===== config.mk =====
export PLATFORM = sky130hd
export DESIGN_NAME = hbridge_driver
export DESIGN_NICKNAME = d
export VERILOG_FILES = /design/src/rtl/hbridge_pkg.sv /design/src/rtl/hbridge_if.sv /design/src/rtl/hbridge_channel.sv /design/src/rtl/hbridge_driver.sv
export SDC_FILE = /design/constraint.sdc
export NUM_CORES = 1
export LEC_CHECK = 0
export CAP_MARGIN = 20
export CORE_ASPECT_RATIO = 0.9
export CORE_MARGIN = 2
export CORE_UTILIZATION = 35
export CTS_CLUSTER_DIAMETER = 100
export DETAILED_ROUTE_END_ITERATION = 16
export HOLD_SLACK_MARGIN = 0.08
export PLACE_DENSITY = 0.55
export SYNTH_ARGS = -nofsm -noshare
export SYNTH_HDL_FRONTEND = slang
export SYNTH_SLANG_ARGS = --single-unit

===== constraint.sdc =====
create_clock -name clk -period 5 [get_ports clk]
set_clock_uncertainty 0.05 [all_clocks]
set_input_delay 1.25 -clock clk [delete_from_list [all_inputs] [get_ports clk]]
set_output_delay 1.25 -clock clk [all_outputs]
set_load 0.02 [all_outputs]

===== src/rtl/hbridge_pkg.sv =====
// Shared definitions for the H-bridge driver: channel FSM state encoding and
// PWM period helpers. The period length M = 2^(NBITS-1)-1 is also the
// largest magnitude a duty word can express.
package hbridge_pkg;

    localparam int unsigned ST_W = 3;

    // Channel FSM states (plain constants so legacy tools can consume them).
    localparam logic [ST_W-1:0] ST_IDLE    = 3'd0;
    localparam logic [ST_W-1:0] ST_RUN     = 3'd1;
    localparam logic [ST_W-1:0] ST_REVERSE = 3'd2;
    localparam logic [ST_W-1:0] ST_BRAKE   = 3'd3;
    localparam logic [ST_W-1:0] ST_FAULT   = 3'd4;

    // Period length / maximum magnitude for a signed duty of nbits.
    function automatic int unsigned hb_cnt_max(input int unsigned nbits);
        return (32'd1 << (nbits - 32'd1)) - 32'd1;
    endfunction

    // Width of the period counter and of a duty magnitude.
    function automatic int unsigned hb_cnt_width(input int unsigned nbits);
        return nbits - 32'd1;
    endfunction

endpackage


===== src/rtl/hbridge_if.sv =====
// Per-channel link between the shared period timebase (master) and one
// channel controller (slave).
//   en        global enable
//   per_start one-cycle pulse on the edge where the period counter wraps to 0
//   cnt_nxt   value the period counter takes at the next edge
//   duty      signed duty request for this channel
//   brake     brake request
//   therm_n   raw (unsynchronised) active-low thermal flag
//   fault_clr fault-clear request
//   pwm/dir/br/fault  registered bridge outputs of the channel
interface hbridge_if #(
    parameter int unsigned NBITS = 9
);
    import hbridge_pkg::*;

    localparam int unsigned CW = hb_cnt_width(NBITS);

    logic             en;
    logic             per_start;
    logic [CW-1:0]    cnt_nxt;
    logic [NBITS-1:0] duty;
    logic             brake;
    logic             therm_n;
    logic             fault_clr;
    logic             pwm;
    logic             dir;
    logic             br;
    logic             fault;

    modport master (
        output en, per_start, cnt_nxt, duty, brake, therm_n, fault_clr,
        input  pwm, dir, br, fault
    );

    modport slave (
        input  en, per_start, cnt_nxt, duty, brake, therm_n, fault_clr,
        output pwm, dir, br, fault
    );

endinterface


===== src/rtl/hbridge_channel.sv =====
// One H-bridge channel: thermal-flag synchroniser, period-start duty latch,
// IDLE/RUN/REVERSE/BRAKE/FAULT controller and registered bridge outputs.
// Ports: clk, rst (async, active-high), bus (hbridge_if slave side).
module hbridge_channel
    import hbridge_pkg::*;
#(
    parameter int unsigned NBITS    = 9,
    parameter int unsigned DEADTIME = 16,
    parameter logic        DIR_INV  = 1'b0
) (
    input  logic     clk,
    input  logic     rst,
    hbridge_if.slave bus
);

    localparam int unsigned      MW        = hb_cnt_width(NBITS);
    localparam logic [MW-1:0]    MAG_MAX   = MW'(hb_cnt_max(NBITS));
    localparam logic [NBITS-1:0] DUTY_MIN  = {1'b1, {(NBITS-1){1'b0}}};
    localparam int unsigned      DW        = (DEADTIME > 1) ? $clog2(DEADTIME) : 1;
    localparam logic [DW-1:0]    DEAD_INIT = DW'(DEADTIME - 1);

    logic [ST_W-1:0]  state_q, state_d;
    logic [MW-1:0]    mag_q, mag_d;
    logic             sign_q, sign_d;
    logic             dir_q, dir_d;
    logic             hold_q, hold_d;
    logic [DW-1:0]    dead_q, dead_d;
    logic             pwm_q, pwm_d;
    logic             br_q, br_d;
    logic             fault_q, fault_d;
    logic             sync1_q, sync2_q, low_q;

    logic [NBITS-1:0] neg_c;
    logic [MW-1:0]    mag_in_c;
    logic             fault_trig_c;
    logic             tgt_dir_c;

    // Two-flop synchroniser plus one-cycle history of the synchronised flag.
    always_ff @(posedge clk or posedge rst) begin
        if (rst) begin
            sync1_q <= 1'b1;
            sync2_q <= 1'b1;
            low_q   <= 1'b0;
        end else begin
            sync1_q <= bus.therm_n;
            sync2_q <= sync1_q;
            low_q   <= ~sync2_q;
        end
    end

    // Fault when the synchronised flag has been low for two consecutive cycles.
    assign fault_trig_c = ~sync2_q & low_q;

    // Duty magnitude; the most negative code saturates to the full period.
    always_comb begin
        neg_c    = (~bus.duty) + NBITS'(1);
        mag_in_c = bus.duty[MW-1:0];
        if (bus.duty[NBITS-1]) begin
            mag_in_c = (bus.duty == DUTY_MIN) ? MAG_MAX : neg_c[MW-1:0];
        end
    end

    // Next-state and output logic.
    always_comb begin
        state_d = state_q;
        mag_d   = mag_q;
        sign_d  = sign_q;
        dir_d   = dir_q;
        hold_d  = hold_q;
        dead_d  = dead_q;

        if (bus.per_start) begin
            mag_d  = mag_in_c;
            sign_d = bus.duty[NBITS-1];
            hold_d = 1'b0;
        end
        tgt_dir_c = sign_d ^ DIR_INV;

        if (fault_trig_c) begin
            state_d = ST_FAULT;
        end else if (state_q == ST_FAULT) begin
            if (bus.fault_clr && sync2_q) state_d = ST_IDLE;
        end else if (!bus.en) begin
            state_d = ST_IDLE;
        end else begin
            case (state_q)
                ST_IDLE: begin
                    if (bus.per_start) begin
                        if (tgt_dir_c != dir_q) begin
                            state_d = ST_REVERSE;
                            dead_d  = DEAD_INIT;
                        end else begin
                            state_d = ST_RUN;
                        end
                    end
                end
                ST_RUN: begin
                    if (bus.brake) begin
                        state_d = ST_BRAKE;
                    end else if (bus.per_start && (tgt_dir_c != dir_q)) begin
                        state_d = ST_REVERSE;
                        dead_d  = DEAD_INIT;
                    end
                end
                ST_REVERSE: begin
                    if (bus.brake) begin
                        state_d = ST_BRAKE;
                    end else if (dead_q == '0) begin
                        // Flip direction now; PWM waits for a fresh period.
                        state_d = ST_RUN;
                        dir_d   = tgt_dir_c;
                        hold_d  = ~bus.per_start;
                    end else begin
                        dead_d = dead_q - DW'(1);
                    end
                end
                ST_BRAKE: begin
                    if (!bus.brake && bus.per_start) begin
                        if (tgt_dir_c != dir_q) begin
                            state_d = ST_REVERSE;
                            dead_d  = DEAD_INIT;
                        end else begin
                            state_d = ST_RUN;
                        end
                    end
                end
                default: state_d = ST_IDLE;
            endcase
        end

        // Outputs follow the next state and next counter value so the
        // registered pins line up with the counter itself.
        pwm_d   = (state_d == ST_RUN) && !hold_d && (bus.cnt_nxt < mag_d);
        br_d    = (state_d == ST_REVERSE) || (state_d == ST_BRAKE) ||
                  (state_d == ST_FAULT);
        fault_d = (state_d == ST_FAULT);
    end

    // State and output registers.
    always_ff @(posedge clk or posedge rst) begin
        if (rst) begin
            state_q <= ST_IDLE;
            mag_q   <= '0;
            sign_q  <= 1'b0;
            dir_q   <= DIR_INV;
            hold_q  <= 1'b0;
            dead_q  <= '0;
            pwm_q   <= 1'b0;
            br_q    <= 1'b0;
            fault_q <= 1'b0;
        end else begin
            state_q <= state_d;
            mag_q   <= mag_d;
            sign_q  <= sign_d;
            dir_q   <= dir_d;
            hold_q  <= hold_d;
            dead_q  <= dead_d;
            pwm_q   <= pwm_d;
            br_q    <= br_d;
            fault_q <= fault_d;
        end
    end

    assign bus.pwm   = pwm_q;
    assign bus.dir   = dir_q;
    assign bus.br    = br_q;
    assign bus.fault = fault_q;

endmodule


===== src/rtl/hbridge_driver.sv =====
// Multi-channel LMD18200-style H-bridge driver: shared prescaled PWM period
// counter feeding NCH independent channel controllers.
// Ports: clk, rst (async, active-high), en (global enable),
//   duty_i[k*NBITS +: NBITS] signed duty, brake_i, therm_n_i (async active-low
//   thermal flag), fault_clr_i, and registered pwm_o, dir_o, br_o, fault_o.
module hbridge_driver
    import hbridge_pkg::*;
#(
    parameter int unsigned     NCH      = 2,
    parameter int unsigned     NBITS    = 9,
    parameter int unsigned     CLK_DIV  = 1,
    parameter int unsigned     DEADTIME = 16,
    parameter logic [NCH-1:0]  DIR_INV  = {NCH{1'b0}}
) (
    input  logic                 clk,
    input  logic                 rst,
    input  logic                 en,
    input  logic [NCH*NBITS-1:0] duty_i,
    input  logic [NCH-1:0]       brake_i,
    input  logic [NCH-1:0]       therm_n_i,
    input  logic [NCH-1:0]       fault_clr_i,
    output logic [NCH-1:0]       pwm_o,
    output logic [NCH-1:0]       dir_o,
    output logic [NCH-1:0]       br_o,
    output logic [NCH-1:0]       fault_o
);

    localparam int unsigned CW = hb_cnt_width(NBITS);
    localparam int unsigned M  = hb_cnt_max(NBITS);
    localparam int unsigned PW = (CLK_DIV > 1) ? $clog2(CLK_DIV) : 1;

    logic [PW-1:0] pre_q, pre_d;
    logic [CW-1:0] cnt_q, cnt_d;
    logic          tick_c;
    logic          wrap_c;

    // Prescaler and period counter 0..M-1.
    always_comb begin
        tick_c = (pre_q == PW'(CLK_DIV - 1));
        pre_d  = tick_c ? '0 : pre_q + PW'(1);
        wrap_c = tick_c && (cnt_q == CW'(M - 1));
        cnt_d  = cnt_q;
        if (tick_c) cnt_d = wrap_c ? '0 : cnt_q + CW'(1);
    end

    always_ff @(posedge clk or posedge rst) begin
        if (rst) begin
            pre_q <= '0;
            cnt_q <= '0;
        end else begin
            pre_q <= pre_d;
            cnt_q <= cnt_d;
        end
    end

    // One channel controller per motor.
    for (genvar k = 0; k < NCH; k++) begin : g_ch
        hbridge_if #(.NBITS(NBITS)) ch_bus ();

        assign ch_bus.en        = en;
        assign ch_bus.per_start = wrap_c;
        assign ch_bus.cnt_nxt   = cnt_d;
        assign ch_bus.duty      = duty_i[k*NBITS +: NBITS];
        assign ch_bus.brake     = brake_i[k];
        assign ch_bus.therm_n   = therm_n_i[k];
        assign ch_bus.fault_clr = fault_clr_i[k];

        assign pwm_o[k]   = ch_bus.pwm;
        assign dir_o[k]   = ch_bus.dir;
        assign br_o[k]    = ch_bus.br;
        assign fault_o[k] = ch_bus.fault;

        hbridge_channel #(
            .NBITS    (NBITS),
            .DEADTIME (DEADTIME),
            .DIR_INV  (DIR_INV[k])
        ) u_ch (
            .clk (clk),
            .rst (rst),
            .bus (ch_bus)
        );
    end

endmodule


Word-level counts from Yosys, hierarchy flattened

Index checks and enable logic that the tools add are counted.

Flip-flop bits (word level): 57
Output and inout bits: 8

$add $sub $neg: 6
$lt $le $gt $ge: 2
Equal/unequal tests: 33
Multiplexer cells: 65
Bitwise logic cells: 14
Reductions and logical operators: 29

Operator list:

| operator              | count |
|---|---|
| $mux W8               | 8 |
| $mux W3               | 20 |
| $mux W4               | 14 |
| $pmux W4 S4           | 2 |
| $add A8 B1 Y8 const B | 3 |
| $eq A3 B2 Y1 const B  | 8 |
| $pmux W3 S4           | 2 |
| $reduce_and A10 Y1    | 2 |
| $eq A9 B9 Y1 const B  | 2 |
| $mux W1               | 17 |
| $lt A8 B8 Y1          | 2 |
| $not A8 Y8            | 2 |
| $ne A2 B2 Y1 const B  | 7 |
| $eq A3 B1 Y1 const B  | 4 |
| $eq A3 B3 Y1 const B  | 4 |
| $reduce_and A6 Y1     | 2 |
| $logic_and A1 B1 Y1   | 11 |
| $ne A2 B1 Y1 const B  | 5 |
| $not A1 Y1            | 10 |
| $eq A8 B8 Y1 const B  | 1 |
| $logic_not A4 Y1      | 2 |
| $reduce_bool A4 Y1    | 2 |
| $sub A4 B1 Y4 const B | 2 |
| $logic_not A3 Y1      | 2 |
| other kinds (6)       | 15 |

Longest topological paths before layout

Depth after elaboration: 14
Mapped depth: 14
Gate-level depth less buffers: 14

Hierarchy

From an unflattened synthesis, not the netlist that was laid out.

Cell total of the unflattened synthesis: 341
Area total of the unflattened synthesis: 3337.0 um^2

By module, submodules not included:

| module                          | times used | cells each | area an instance (um^2) |
|---|---|---|---|
| hbridge_channel at g_ch[0].u_ch | 1          | 148        | 1426.4 |
| hbridge_channel at g_ch[1].u_ch | 1          | 138        | 1385.1 |
| hbridge_driver                  | 1          | 55         | 525.5 |

Worst setup path before layout

OpenSTA, ideal clock, no wires.

Path type: input port to flip-flop
Start: in duty_i[1]
End: reg g_ch[0].u_ch.pwm_q
Data arrival time: 3.597 ns
Data required time: 4.862 ns
Slack: 1.265 ns
Stages on the path: 14
Buffers on the path: 0
Cell sequence: inv_1 ha_1 nand2b_1 nor4_1 and3_1 nor2_1 nand2_1 o21ai_0 ha_1 a21o_1 a21o_1 a2111oi_0 nand2_1 nor3b_1

Word-level cells in the longest chain between the ends: 7

RTL lines:

| item                         | line                   | RTL |
|---|---|---|
| start: declaration           | hbridge_driver.sv:18   | `input logic [NCH*NBITS-1:0] duty_i,` |
| $not A8 Y8                   | hbridge_channel.sv:56  | `neg_c = (~bus.duty) + NBITS'(1);` |
| $add A8 B1 Y8                | hbridge_channel.sv:56  |  |
| $mux W8                      | hbridge_channel.sv:59  | `mag_in_c = (bus.duty == DUTY_MIN) ? MAG_MAX : neg_c[MW-1:0];` |
| $mux W8 *                    | hbridge_channel.sv:58  | `if (bus.duty[NBITS-1]) begin` |
| $mux W8 *                    | hbridge_channel.sv:72  | `if (bus.per_start) begin` |
| $lt A8 B8 Y1 *               | hbridge_channel.sv:133 | `pwm_d = (state_d == ST_RUN) && !hold_d && (bus.cnt_nxt < mag_d);` |
| $logic_and A1 B1 Y1 *        | hbridge_channel.sv:133 |  |
| named net g_ch[0].u_ch.pwm_d | hbridge_channel.sv:28  | `logic pwm_q, pwm_d;` |
| end signal: assignment       | hbridge_channel.sv:158 | `pwm_q <= pwm_d;` |
| end: declaration             | hbridge_channel.sv:28  |  |

Mark *: on every way through the listed nets, which the timed path passes. The rest lies on a longest branch.
A chain may end at the register's enable or synchronous reset.

Worst setup path after layout

Start: in duty_i[9]
End: reg g_ch[1].u_ch.pwm_q

Word-level cells in the longest chain between the ends: 7

RTL lines:

| item                         | line |
|---|---|
| $not A8 Y8                   | hbridge_channel.sv:56 |
| $add A8 B1 Y8                | hbridge_channel.sv:56 |
| $mux W8                      | hbridge_channel.sv:59 |
| $mux W8 *                    | hbridge_channel.sv:58 |
| $mux W8 *                    | hbridge_channel.sv:72 |
| $lt A8 B8 Y1 *               | hbridge_channel.sv:133 |
| $logic_and A1 B1 Y1 *        | hbridge_channel.sv:133 |
| named net g_ch[1].u_ch.pwm_d | hbridge_channel.sv:28 |
| end signal: assignment       | hbridge_channel.sv:158 |
| end: declaration             | hbridge_channel.sv:28 |

Marked as above.

==> impl_metrics.json <==
{
  "synth-xor-area-share_pct": 4.33,
  "combPwrFrac_pct": 13.4,
  "cts_resized": 0,
  "syn_inst": 364,
  "path_buf_inv": 2,
  "instances_no_fill": 515,
  "vias": 2629,
  "avgRoutedWirePerCell_um": 13.5,
  "wl_um": 6960,
  "synth_compound_area_share_pct": 19.7,
  "min_period_over_period_pct": 78.0,
  "place_inst": 508,
  "setup_viol": 0,
  "syn_area_per_cell_um2": 9.44,
  "vias_per_cell": 5.10,
  "max_stage_delay_ns": 0.48,
  "clock_path_buffers": 2,
  "num-fill-cells": 998,
  "synthFlopType": "dfrtp_1",
  "p_clk_share_pct": 30.3,
  "grt_overflow": 0,
  "hpwlAfterDp_um": 5310,
  "postPlaceCellArea_mm2": 0.00382,
  "cts_tree": "done",
  "synth_mux_area_share_pct": 1.53,
  "cp.required_ns": 5.20,
  "start_kind": "primary input",
  "synth_adder_area_share_pct": 7.28,
  "port_buffers": 34,
  "rows": 34,
  "path_max_fanout": 7,
  "post-route-min-period_ns": 3.90,
  "synth_simple_gate_area_share_pct": 19.7,
  "fmax_mhz": 256,
  "firstDrtPassIters": 4,
  "post_cts_buffers": 0,
  "ys_types": 69,
  "hp-class": "reg2reg",
  "synth_top_family_by_area": "simple AND/OR/NAND/NOR gates",
  "antenna_cells": 0,
  "synth_area_mm2": 0.00344,
  "path_delay_family": "simple AND/OR/NAND/NOR gates",
  "worstPathArrival_ns": 4.10,
  "status": "finished clean",
  "hold_slack_ns": 0.310,
  "worstSetupEndpointType": "flop",
  "antenna_found_initial": 0,
  "seqPwrFrac_pct": 56.3,
  "utilization_pct": 40.7,
  "drc_errors": 0,
  "p_leak_nw": 1.64,
  "synth_seq_cells": 56,
  "cts_hold_buf": 0,
  "synthesis.nets": 411,
  "timing.final.ws_setup_ns": 1.10,
  "htree_levels": 2,
  "setup.worst_path.class": "in2reg",
  "yosysSeqAreaShare_pct": 40.9,
  "yosys_warnings": 0,
  "grt_pass1_wl_um": 12000,
  "maxSlewHeadroom_pct": 42.2,
  "clkTransAtPathRegs_ns": 0.09,
  "gp_congestion": 0.819,
  "async_flop_share_pct": 100,
  "drt_iter0_drc": 86,
  "cts_buffers": 5,
  "final-max-slew-violation-count": 0,
  "core_area_mm2": 0.00961,
  "drive_gt1_share_pct": 9.25,
  "grtUsageTotal_pct": 13.9,
  "die_h_um": 98.0,
  "start_util_pct": 35.7,
  "ios": 35,
  "rsz0062_at_grt": "no",
  "swShare_pct": 25.0,
  "p_sw_mw": 0.218,
  "cp_cell_sequence": "clkdlybuf4s50_1, inv_1, ha_1, nand2b_1, nor4_1, a31oi_2, nand2_1, o21ai_0, ha_1, a21oi_1, nor2_1, a211o_1, nor4_1, o311a_1",
  "clkLatencyLatePin_ns": 0.31,
  "cts-root-buf": "clkbuf_8",
  "final_area_mm2": 0.00392,
  "synth_edf_count": 0,
  "grt_max_degree": 37,
  "synthToLayoutAreaGrowth_pct": 13.9,
  "p_int_mw": 0.656,
  "die_area_mm2": 0.0106,
  "hold_viol": 0,
  "die_w_um": 108,
  "peakVddDrop_mv": 0.125,
  "multi_input_area_mm2": 0.00181,
  "max-cap-violations": 0,
  "nNetsFinal": 436,
  "total_power_mw": 0.874,
  "grt_pass1_vias": 2549,
  "cellPowerDensity_mw_per_mm2": 223,
  "worst_slew_pin_slew_ns": 0.856,
  "seq_area_mm2": 0.00141,
  "tns_ns": 0,
  "pre_cts_ws_ns": 0.778,
  "ant_nets": 0,
  "cts_sinks": 56,
  "critical_path.slowest_cell": "nor4_1"
}
[layout make-up]
| cell class | count | share of cell area, % |
|---|---|---|
| well taps | 126 | 4.03 |
| clock buffers | 7 | 2.46 |
| repair buffers | 37 | 9.27 |
| inverters | 23 | 2.21 |
| flip-flops and latches | 56 | 35.9 |
| multi-input cells | 266 | 46.1 |
[Yosys cell counts, drive strengths merged (3+ instances only)]
| cell type | n | share of area (%) |
|---|---|---|
| xor2 | 9 | 2.3 |
| a21oi | 20 | 2.9 |
| nand2b | 7 | 1.3 |
| nor3 | 6 | 0.87 |
| inv | 23 | 2.5 |
| dfrtp | 52 | 38 |
| o21a | 14 | 3.1 |
| nor3b | 5 | 1.2 |
| o31ai | 5 | 1.1 |
| o21ai | 23 | 3.5 |
| o22ai | 4 | 0.73 |
| nand2 | 37 | 4.3 |
| nor2 | 30 | 3.3 |
| and3 | 4 | 0.76 |
| nor4 | 6 | 1.5 |
| mux2i | 3 | 0.87 |
| dfstp | 4 | 3.1 |
| xnor2 | 8 | 2.0 |
| nor2b | 4 | 0.73 |
| clkbuf | 8 | 1.7 |
| a211oi | 3 | 0.80 |
| nand3 | 9 | 1.5 |
| buf | 11 | 2.3 |
| a21o | 6 | 1.3 |
| a31oi | 5 | 1.1 |
| ha | 20 | 7.3 |
| and2 | 3 | 0.55 |
[registers in the layout, indices dropped and copies added (netlist names), 6 cells and up]
| register | count |
|---|---|
| g_ch.u_ch.state_q | 6 |
| g_ch.u_ch.mag_q | 16 |
| cnt_q | 8 |
| g_ch.u_ch.dead_q | 8 |
[per-layer routing]
| layer | GRT usage [%] | share of wire (%) | vias to the layer above |
|---|---|---|---|
| li1 | - | - | 1337 |
| met1 | 20.4 | 51 | 1247 |
| met2 | 20.9 | 44 | 34 |
| met3 | 2.60 | 3.2 | 11 |
| met4 | 3.94 | 1.5 | 0 |
| met5 | 0 | 0 | - |
[placed cells by master, fill, tap and decap left out, types with 4 or more instances in the layout]
cell type        count
a21o_1               6
a21oi_1             20
a31oi_1              4
clkbuf_8             7
clkdlybuf4s50_1     34
dfrtp_1             52
dfstp_2              4
ha_1                20
inv_1               22
nand2_1             36
nand2b_1             7
nand3_1              8
nor2_1              29
nor2b_1              4
nor3_1               6
nor3b_1              4
nor4_1               5
o21a_1              14
o21ai_0             22
o22ai_1              4
o31ai_1              5
xnor2_1              8
xor2_1               9
[worst paths after layout]
check	slack, ns	start	to	cells after the start
setup / recovery	1.10	duty_i[9]	g_ch[1].u_ch.bus.pwm$_DFF_PP0_	14
hold / removal	0.31	g_ch[0].u_ch.sync1_q$_DFF_PP1_	g_ch[0].u_ch.sync2_q$_DFF_PP1_	0
setup reg to reg	1.73	cnt_q[0]$_DFF_PP0_	g_ch[0].u_ch.bus.pwm$_DFF_PP0_	12
hold reg to reg	0.31	g_ch[0].u_ch.sync1_q$_DFF_PP1_	g_ch[0].u_ch.sync2_q$_DFF_PP1_	0
max in group asynchronous	2.79	rst	cnt_q[0]$_DFF_PP0_	3
min in group asynchronous	1.33	rst	g_ch[1].u_ch.dead_q[1]$_DFFE_PP0P_	2
[cells by family (layout without fill, tap and decap cells)]
kind of cell / Yosys count / count (layout)
AO/OA/AOI/OAI: 99 / 99
XOR/XNOR: 17 / 17
flip-flops: 56 / 56
AND/OR/NAND/NOR: 125 / 125
multiplexers: 5 / 5
buffers and inverters: 42 / 67
adder cells (fa/ha/maj): 20 / 20
[power groups by stage]
stage / clock [mW] / sequential (mW) / combinational, mW
3_3_place_gp: 0 / 0.500 / 0.117
2_1_floorplan: 0 / 0.495 / 0.0785
3_5_place_dp: 0 / 0.501 / 0.119
6_report: 0.265 / 0.492 / 0.117
4_1_cts: 0.281 / 0.492 / 0.120
5_1_grt: 0.297 / 0.496 / 0.132
No activity file was read; power rests on OpenSTA's default activity.
